### src/rtl/digits_to_number.sv
// digits_to_number
//   Converts three BCD digits (hundreds, tens, ones) into an unsigned binary
//   value. It does one multiply-by-ten-and-add step per clock. The result is
//   clamped to MAX_VALUE and held until the next conversion. A one-cycle done
//   pulse marks each update.
//
//   Optional feature macro: DIGIT_CHECK_EN
//     defined     : a latched digit > 9 gives err=1, number=0, ovf=0
//     not defined : err is always 0; digits 10..15 are weighted arithmetically
//
//   Ports
//     clk      in   system clock, rising edge
//     rst      in   synchronous, active-high reset
//     start    in   latch digits and begin conversion (only honoured in IDLE)
//     digit_1  in   ones digit
//     digit_2  in   tens digit
//     digit_3  in   hundreds digit
//     busy     out  conversion in progress
//     done     out  one-cycle pulse: number/ovf/err just updated
//     number   out  converted value (OUT_W bits), held between conversions
//     ovf      out  last result exceeded MAX_VALUE and was clamped
//     err      out  last conversion saw a non-BCD digit
module digits_to_number #(
   parameter int unsigned OUT_W     = 11,
   parameter int unsigned MAX_VALUE = 999
) (
   input  logic             clk,
   input  logic             rst,
   input  logic             start,
   input  logic [3:0]       digit_1,
   input  logic [3:0]       digit_2,
   input  logic [3:0]       digit_3,
   output logic             busy,
   output logic             done,
   output logic [OUT_W-1:0] number,
   output logic             ovf,
   output logic             err
);

   typedef enum logic [1:0] {S_IDLE, S_STEP, S_FINISH} state_e;

   state_e           state_q;
   logic [1:0]       k_q;
   logic [11:0]      acc_q;
   logic [3:0]       d1_q, d2_q, d3_q;
   logic             busy_q, done_q, ovf_q, err_q;
   logic [OUT_W-1:0] number_q;

   logic [11:0]      acc_d;
   logic [OUT_W-1:0] number_d;
   logic             ovf_d, err_d;
   logic             over;

   // The 12-bit accumulator holds the worst case 15*111 = 1665, so x10 never wraps.
   always_comb begin
      acc_d = 12'd0;
      unique case (k_q)
         2'd2:    acc_d = {8'd0, d3_q};
         2'd1:    acc_d = (acc_q << 3) + (acc_q << 1) + {8'd0, d2_q};
         default: acc_d = (acc_q << 3) + (acc_q << 1) + {8'd0, d1_q};
      endcase
   end

   always_comb begin
      over     = ({20'd0, acc_q} > MAX_VALUE);
      number_d = OUT_W'(over ? MAX_VALUE : {20'd0, acc_q});
      ovf_d    = over;
      err_d    = 1'b0;
`ifdef DIGIT_CHECK_EN
      if (d1_q > 4'd9 || d2_q > 4'd9 || d3_q > 4'd9) begin
         err_d    = 1'b1;
         number_d = '0;
         ovf_d    = 1'b0;
      end
`endif
   end

   always_ff @(posedge clk) begin
      if (rst) begin
         state_q  <= S_IDLE;
         k_q      <= 2'd0;
         acc_q    <= 12'd0;
         d1_q     <= 4'd0;
         d2_q     <= 4'd0;
         d3_q     <= 4'd0;
         busy_q   <= 1'b0;
         done_q   <= 1'b0;
         number_q <= '0;
         ovf_q    <= 1'b0;
         err_q    <= 1'b0;
      end else begin
         done_q <= 1'b0;
         unique case (state_q)
            S_IDLE: begin
               if (start) begin
                  d1_q    <= digit_1;
                  d2_q    <= digit_2;
                  d3_q    <= digit_3;
                  acc_q   <= 12'd0;
                  k_q     <= 2'd2;
                  busy_q  <= 1'b1;
                  state_q <= S_STEP;
               end
            end
            S_STEP: begin
               acc_q <= acc_d;
               if (k_q == 2'd0) state_q <= S_FINISH;
               else             k_q     <= k_q - 2'd1;
            end
            S_FINISH: begin
               number_q <= number_d;
               ovf_q    <= ovf_d;
               err_q    <= err_d;
               done_q   <= 1'b1;
               busy_q   <= 1'b0;
               state_q  <= S_IDLE;
            end
            default: state_q <= S_IDLE;
         endcase
      end
   end

   assign busy   = busy_q;
   assign done   = done_q;
   assign number = number_q;
   assign ovf    = ovf_q;
   assign err    = err_q;

endmodule
### config.mk
export PLATFORM = sky130hd
export DESIGN_NAME = digits_to_number
export DESIGN_NICKNAME = d
export VERILOG_FILES = /design/src/rtl/digits_to_number.sv
export SDC_FILE = /design/constraint.sdc
export NUM_CORES = 1
export LEC_CHECK = 0
export BUFFER_PORTS_ARGS = -buffer_cell sky130_fd_sc_hd__buf_2
export CAP_MARGIN = 5
export CORE_MARGIN = 2
export CORE_UTILIZATION = 40
export DETAILED_ROUTE_END_ITERATION = 16
export GPL_TIMING_DRIVEN = 0
export PLACE_DENSITY = 0.67
export SYNTH_ARGS = -nofsm -noshare
export SYNTH_HDL_FRONTEND = slang
export SYNTH_SLANG_ARGS = --single-unit
export TNS_END_PERCENT = 50
### constraint.sdc
create_clock -name clk -period 2.75 [get_ports clk]
set_input_delay 0.275 -clock clk [delete_from_list [all_inputs] [get_ports clk]]
set_output_delay 0.275 -clock clk [all_outputs]
set_load 0.02 [all_outputs]
; ---- After elaboration in Yosys (flattened, before gate mapping)
; Index checks and enable logic that the tools add are counted.
[word_totals]
regBits = 42
in_bits = 15
output_inout_bits = 15
elab_cells = 44
[classes]
add_sub_neg = 4
magnitude_cmp = 1
n_eq_ne = 7
muxes = 13
reduce_logical = 9
[ops]
columns = operator, count
row1 = 12-bit case mux with 2 select lines, 2
row2 = 12-bit by 4-bit adder with 12-bit output, 2
row3 = 12-bit adder, 1
row4 = 12-bit by 10-bit greater-than comparator with 1-bit output (second input constant), 1
row5 = 12-bit two-way mux, 1
row6 = 11-bit two-way mux, 1
row7 = 2-bit two-way mux, 4
row8 = 2-bit case mux with 2 select lines, 2
row9 = 2-bit AND reduction, 4
row10 = 2-bit != test (second input constant), 3
row11 = 2-bit by 1-bit equality test with 1-bit output (second input constant), 2
row12 = 2-bit equality test (second input constant), 2
row13 = 2-bit logical NOT, 2
row14 = 2-bit nonzero test, 2
row15 = 3-bit AND reduction, 1
row16 = 1-bit two-way mux, 2
row17 = 1-bit case mux with 2 select lines, 1
row18 = 2-bit by 1-bit subtractor with 2-bit output (second input constant), 1

; ---- Depth between registers and ports, before layout
[depth]
word_depth = 4
depth_mapped = 12
ltp_nobuf = 12

; ---- Least setup slack after synthesis
; No wires, ideal clock.
[synth_timing]
path_kind = register to register
from = register k_q[0]
to = register acc_q[11]
setup_ns = 0.134
arrival_ns = 2.491
required_ns = 2.616
setup_slack_ns = 0.125
path_stages_with_launch = 12
path_buffers = 0
period_less_slack_ns = 2.625
cell_sequence = dfxtp_1 > ha_1 > mux2_2 > ha_1 > fa_1 > a21o_1 > and3_1 > nor4b_2 > nand4_1 > xnor2_1 > xnor2_1 > o22ai_1
[synth_via]
elab_chain_len = 3
elab_cells_between_ends = 4
classes_between = 2 x eq/ne / 2 x mux
[synth_lines]
columns = element, line_no
row1 = "start, declared", 43  ; logic [1:0] k_q;
row2 = "start signal, assigned", 108  ; else k_q <= k_q - 2'd1;
row3 = 2-bit by 1-bit equality test with 1-bit output / 2-bit equality test (equally long branches), 57  ; unique case (k_q)
row4 = 12-bit case mux with 2 select lines *, 57
row5 = 12-bit case mux with 2 select lines *, 93  ; unique case (state_q)
row6 = "end signal, assigned", 82  ; acc_q <= 12'd0;
row7 = "end signal, assigned", 99  ; acc_q <= 12'd0;
row8 = "end signal, assigned", 106  ; acc_q <= acc_d;
row9 = "end, declared", 44  ; logic [11:0] acc_q;
; Mark *: on every way between the ends. The rest lies on a longest branch, timed or not.
; A chain may end at the register's enable or synchronous reset.

; ---- Final worst setup path
[layout_timing]
from = register k_q[1]
to = register acc_q[11]
; The elaborated chain is that of the path after synthesis.

==> metrics.md <==
| Metric | Value |
|---|---|
| Status | `finished clean` |
| Clk_lat worst skew | `approximately 0.30 ns` |
| CP Launch Type | `flop` |
| Final Instance Area | `roughly 2600 µm²` |
| Synth cell types | `between 40 and 50` |
| Area of the core | `between 5000 and 6000 µm²` |
| Die height | `roughly 78 µm` |
| Worst r2r dst | `acc_q[11]$_SDFFE_PP0P_` |
| WHS | `0.207 ns` |
| Largest delay share family, worst path | `adder cells` |
| Bufs and invs on worst path | `1` |
| Most used DFF post-synth | `dfxtp_1` |
| Die width | `just under 80 µm` |
| Peak VDD IR | `0.000401 V` |
| Post-synth ARST share | `0%` |
| Pwr Total | `1.28 mW` |
| Vias per std cell | `~5.2` |
| Avg Cell Area, Syn | `8.52 µm²` |
| Final setup fails | `0` |
| Antenna fix cells | `0` |
| Clk pwr share | `between 30 and 40%` |
| Dpl cell area | `approximately 2400 µm²` |
| Worst path max stage delay | `0.36 ns` |
| Setup TNS | `0 ns` |
| Yosys warning count | `0` |
| Total Routing Usage GR | `between 10% and 20%` |
| Fill count | `540` |
| Pins over their slew limit | `0` |
| Worst hold start | `digit_2[3]` |
| Register Area | `about 840 µm²` |
| Overflow after GRT | `0` |
| Num CTS Buffers | `5` |
| Hold_buf cts | `0` |
| Slowest cell on crit path | `fa_2` |
| Max-cap violations | `0` |
| Reg2reg setup slack | `approximately 0.11 ns` |
| Leakage Power | `about 1.1 nW` |
| DRC Markers | `0` |
| CTS HTree Levels | `2` |
| Fin util | `between 40% and 50%` |
| Syn Std Cell Area | `~2200 µm²` |
| Clock sinks | `42` |
| GP Congestion | `slightly below 0.8` |
| Slew headroom | `65.7%` |
| Hold/Removal Path Class | `input pin to flop` |
| Clock Root Buffer | `clkbuf_8` |
| Final Hold Vio Count | `0` |
| Max Freq | `379 MHz` |
| Placed Cells | `between 300 and 400` |
| Clock slew seen by the registers of the worst setup and hold paths | `approximately 0.09 ns` |
| PD cells | `roughly 500 nW/µm²` |
| CTS tree | `built` |
| Sw Share | `a little under 30%` |
| Initial antenna violation count | `0` |
| Final Worst Setup Slack | `approximately 0.11 ns` |
| Fin nets | `327` |
| Die area | `approximately 6000 µm²` |
| Setup repair after global routing missed its margin | `no` |
| IO buf count | `27` |
| Drt wl/cell | `13.0 µm` |
| Layout overhead on the synthesized area | `16.6%` |
| Number of core rows | `27` |
| Routed vias | `~1,900` |
| Critical path origin | `k_q[1]$_SDFFE_PP0P_` |
| Net Sw Power | `approximately 0.38 mW` |
| Largest net degree at the start of global routing | `16` |
| Routed WL | `around 4800 µm` |
| Post-synthesis register bit count | `42` |
| Crit path capture | `acc_q[11]$_SDFFE_PP0P_` |
| Hpwl dp | `around 3600 µm` |
| Part of the power in combinational logic | `around 16%` |
| Post-Syn Instances | `between 200 and 300` |
| Crit path kind | `flop to flop` |
| Crit share post-route | `approximately 96%` |
| CP Max Fanout | `5` |
| Worst path cell trace | `inv_2, ha_4, mux2_2, ha_2, fa_2, a21o_1, and3_4, nor4b_4, nand4_1, xnor2_1, xnor2_1, o22ai_1` |
| Syn Nets | `approximately 290` |
| Fraction of layout cells with a size suffix above 1 | `around a fifth` |
| Most common cell on crit path | `xnor2_1` |
| Post-DRT Antenna Nets | `0` |
| 1st-pass router iterations | `4` |
| Multi-input logic area | `1340 µm²` |
| First-pass GRT wire length | `between 8000 and 9000 µm` |
| Min Clock Period, post-route | `about 2.6 ns` |
| I/O pin total | `30` |
| Setup Skew | `0.00842 ns` |
| Worst Path Arrival | `between 2 and 3 ns` |
| Dpl ws | `-0.178 ns` |
| Clock Path Buffers | `2` |
| Initial Util | `roughly two fifths` |
| FF-to-FF Start | `k_q[1]$_SDFFE_PP0P_` |
| Data required, critical path | `2.93 ns` |
| Post-synth EDFFs | `0` |
| Cell Count, Final, Fillers Out | `369` |
| Worst reg2reg path depth | `12` |
| Seq/Total Area, Yosys | `38.0%` |
| Number of global-route vias before repair | `1,898` |
| Setup crit end kind | `flop` |
| Worst Tran Pin Value | `between 0.5 and 0.6 ns` |
| P_int | `0.902 mW` |
| Initial DRC Count | `86` |
| WP depth | `12` |
| Flop pwr share | `between 50% and 60%` |
-- worst min-delay path by stage --
stage | to | slack [ns] | cells past startpoint
2_1_floorplan | d1_q[1]$_SDFFE_PP0P_ | 0.41 | 2
3_3_place_gp | d1_q[3]$_SDFFE_PP0P_ | 0.44 | 2
3_5_place_dp | d2_q[1]$_SDFFE_PP0P_ | 0.44 | 2
4_1_cts | d1_q[0]$_SDFFE_PP0P_ | 0.20 | 3
5_1_grt | d3_q[1]$_SDFFE_PP0P_ | 0.21 | 3
6_report | d2_q[3]$_SDFFE_PP0P_ | 0.21 | 3
-- layer usage --
metal	up-vias	part of all wire (%)	track usage [%]
li1	992	-	-
met1	869	48	22.2
met2	39	47	28.6
met3	9	3.6	3.91
met4	0	1.4	4.56
met5	-	0	0
-- power groups by stage --
stage	sequential (mW)	combinational (mW)	clock [mW]
after floorplan	0.685	0.131	0
after global placement	0.677	0.193	0
after detailed placement	0.678	0.195	0
after CTS	0.665	0.198	0.425
after global routing	0.670	0.229	0.447
final	0.665	0.200	0.417
-- state kept, by name, indices dropped and copies added (netlist names) --
signal,flops
acc_q,12
number,11
d1_q,4
d2_q,4
d3_q,4
k_q,2
state_q,2
busy,1
done,1
ovf,1
-- cells by family after synthesis --
logic type      after synthesis  share of synthesized area (%)
flops                        42                           38.0
mux                           3                           1.53
other cells                   1                          0.169
simple gates                103                           21.2
xor+xnor                     12                           5.08
compound gates               67                           21.5
buf+inv                      16                           2.88
fa+ha+maj                    16                           9.72
-- Yosys cell counts, types with 3 or more instances --
cell type   n  area [µm²]
a21oi_1    22         110
o21ai_0     4        20.0
a222oi_1    3        30.0
inv_1       4        15.0
nand2b_1    3        18.8
clkbuf_1   11        41.3
a21o_1      3        22.5
dfxtp_1    42         841
xor2_1      4        35.0
a22oi_1    10        75.1
nor3b_1     4        30.0
nor2b_1     3        18.8
nor2_1     40         150
nor3_1      6        30.0
o22ai_1     7        43.8
a211oi_1    3        22.5
ha_1       14         175
xnor2_1     7        61.3
nand2_1    34         128
mux2_2      3        33.8
nand4_1     4        25.0
-- area by class of cell --
cell class,count,share of cell area (%)
Inverter,4,0.581
Clock buffer,5,2.66
Multi-Input combinational cell,202,51.9
Sequential cell,42,32.7
Tap cell,72,3.49
Clock inverter,3,0.969
Buffer,12,1.89
Timing Repair Buffer,29,5.81
-- repair_timing --
action / in CTS / in global routing
setup buffers: 0 / 2
endpoints found under the setup margin: 2 / 2
resized for setup: 5 / 4
pin swaps: 1 / 3
cloned: 0 / 0
-- layout by cell type, fill, tap and decap left out, types with 2 or more instances in the layout --
master,Yosys,layout
buf_2,0,27
a21o_1,3,3
clkbuf_1,11,11
nor3b_1,4,4
or3_1,2,2
clkbuf_8,0,5
a22oi_1,10,10
nand4_1,4,4
a21oi_2,2,2
a21oi_1,22,22
buf_4,1,3
mux2_2,3,3
nor2_1,40,40
dfxtp_2,0,2
ha_1,14,12
a211oi_1,3,3
a222oi_1,3,3
o22ai_1,7,7
nand2b_1,3,3
nor3_1,6,6
xnor2_1,7,7
nor2b_1,3,3
inv_1,4,3
nand2_1,34,34
o21ai_0,4,4
o211ai_2,2,2
dfxtp_1,42,40
xor2_1,4,4
-- worst min-delay path, delay by kind of cell --
kind	cells	cell delay [ns]
simple gates	1	0.04
compound gates	1	0.05
buf+inv	1	0.09
No activity file was read; power rests on OpenSTA's default activity.
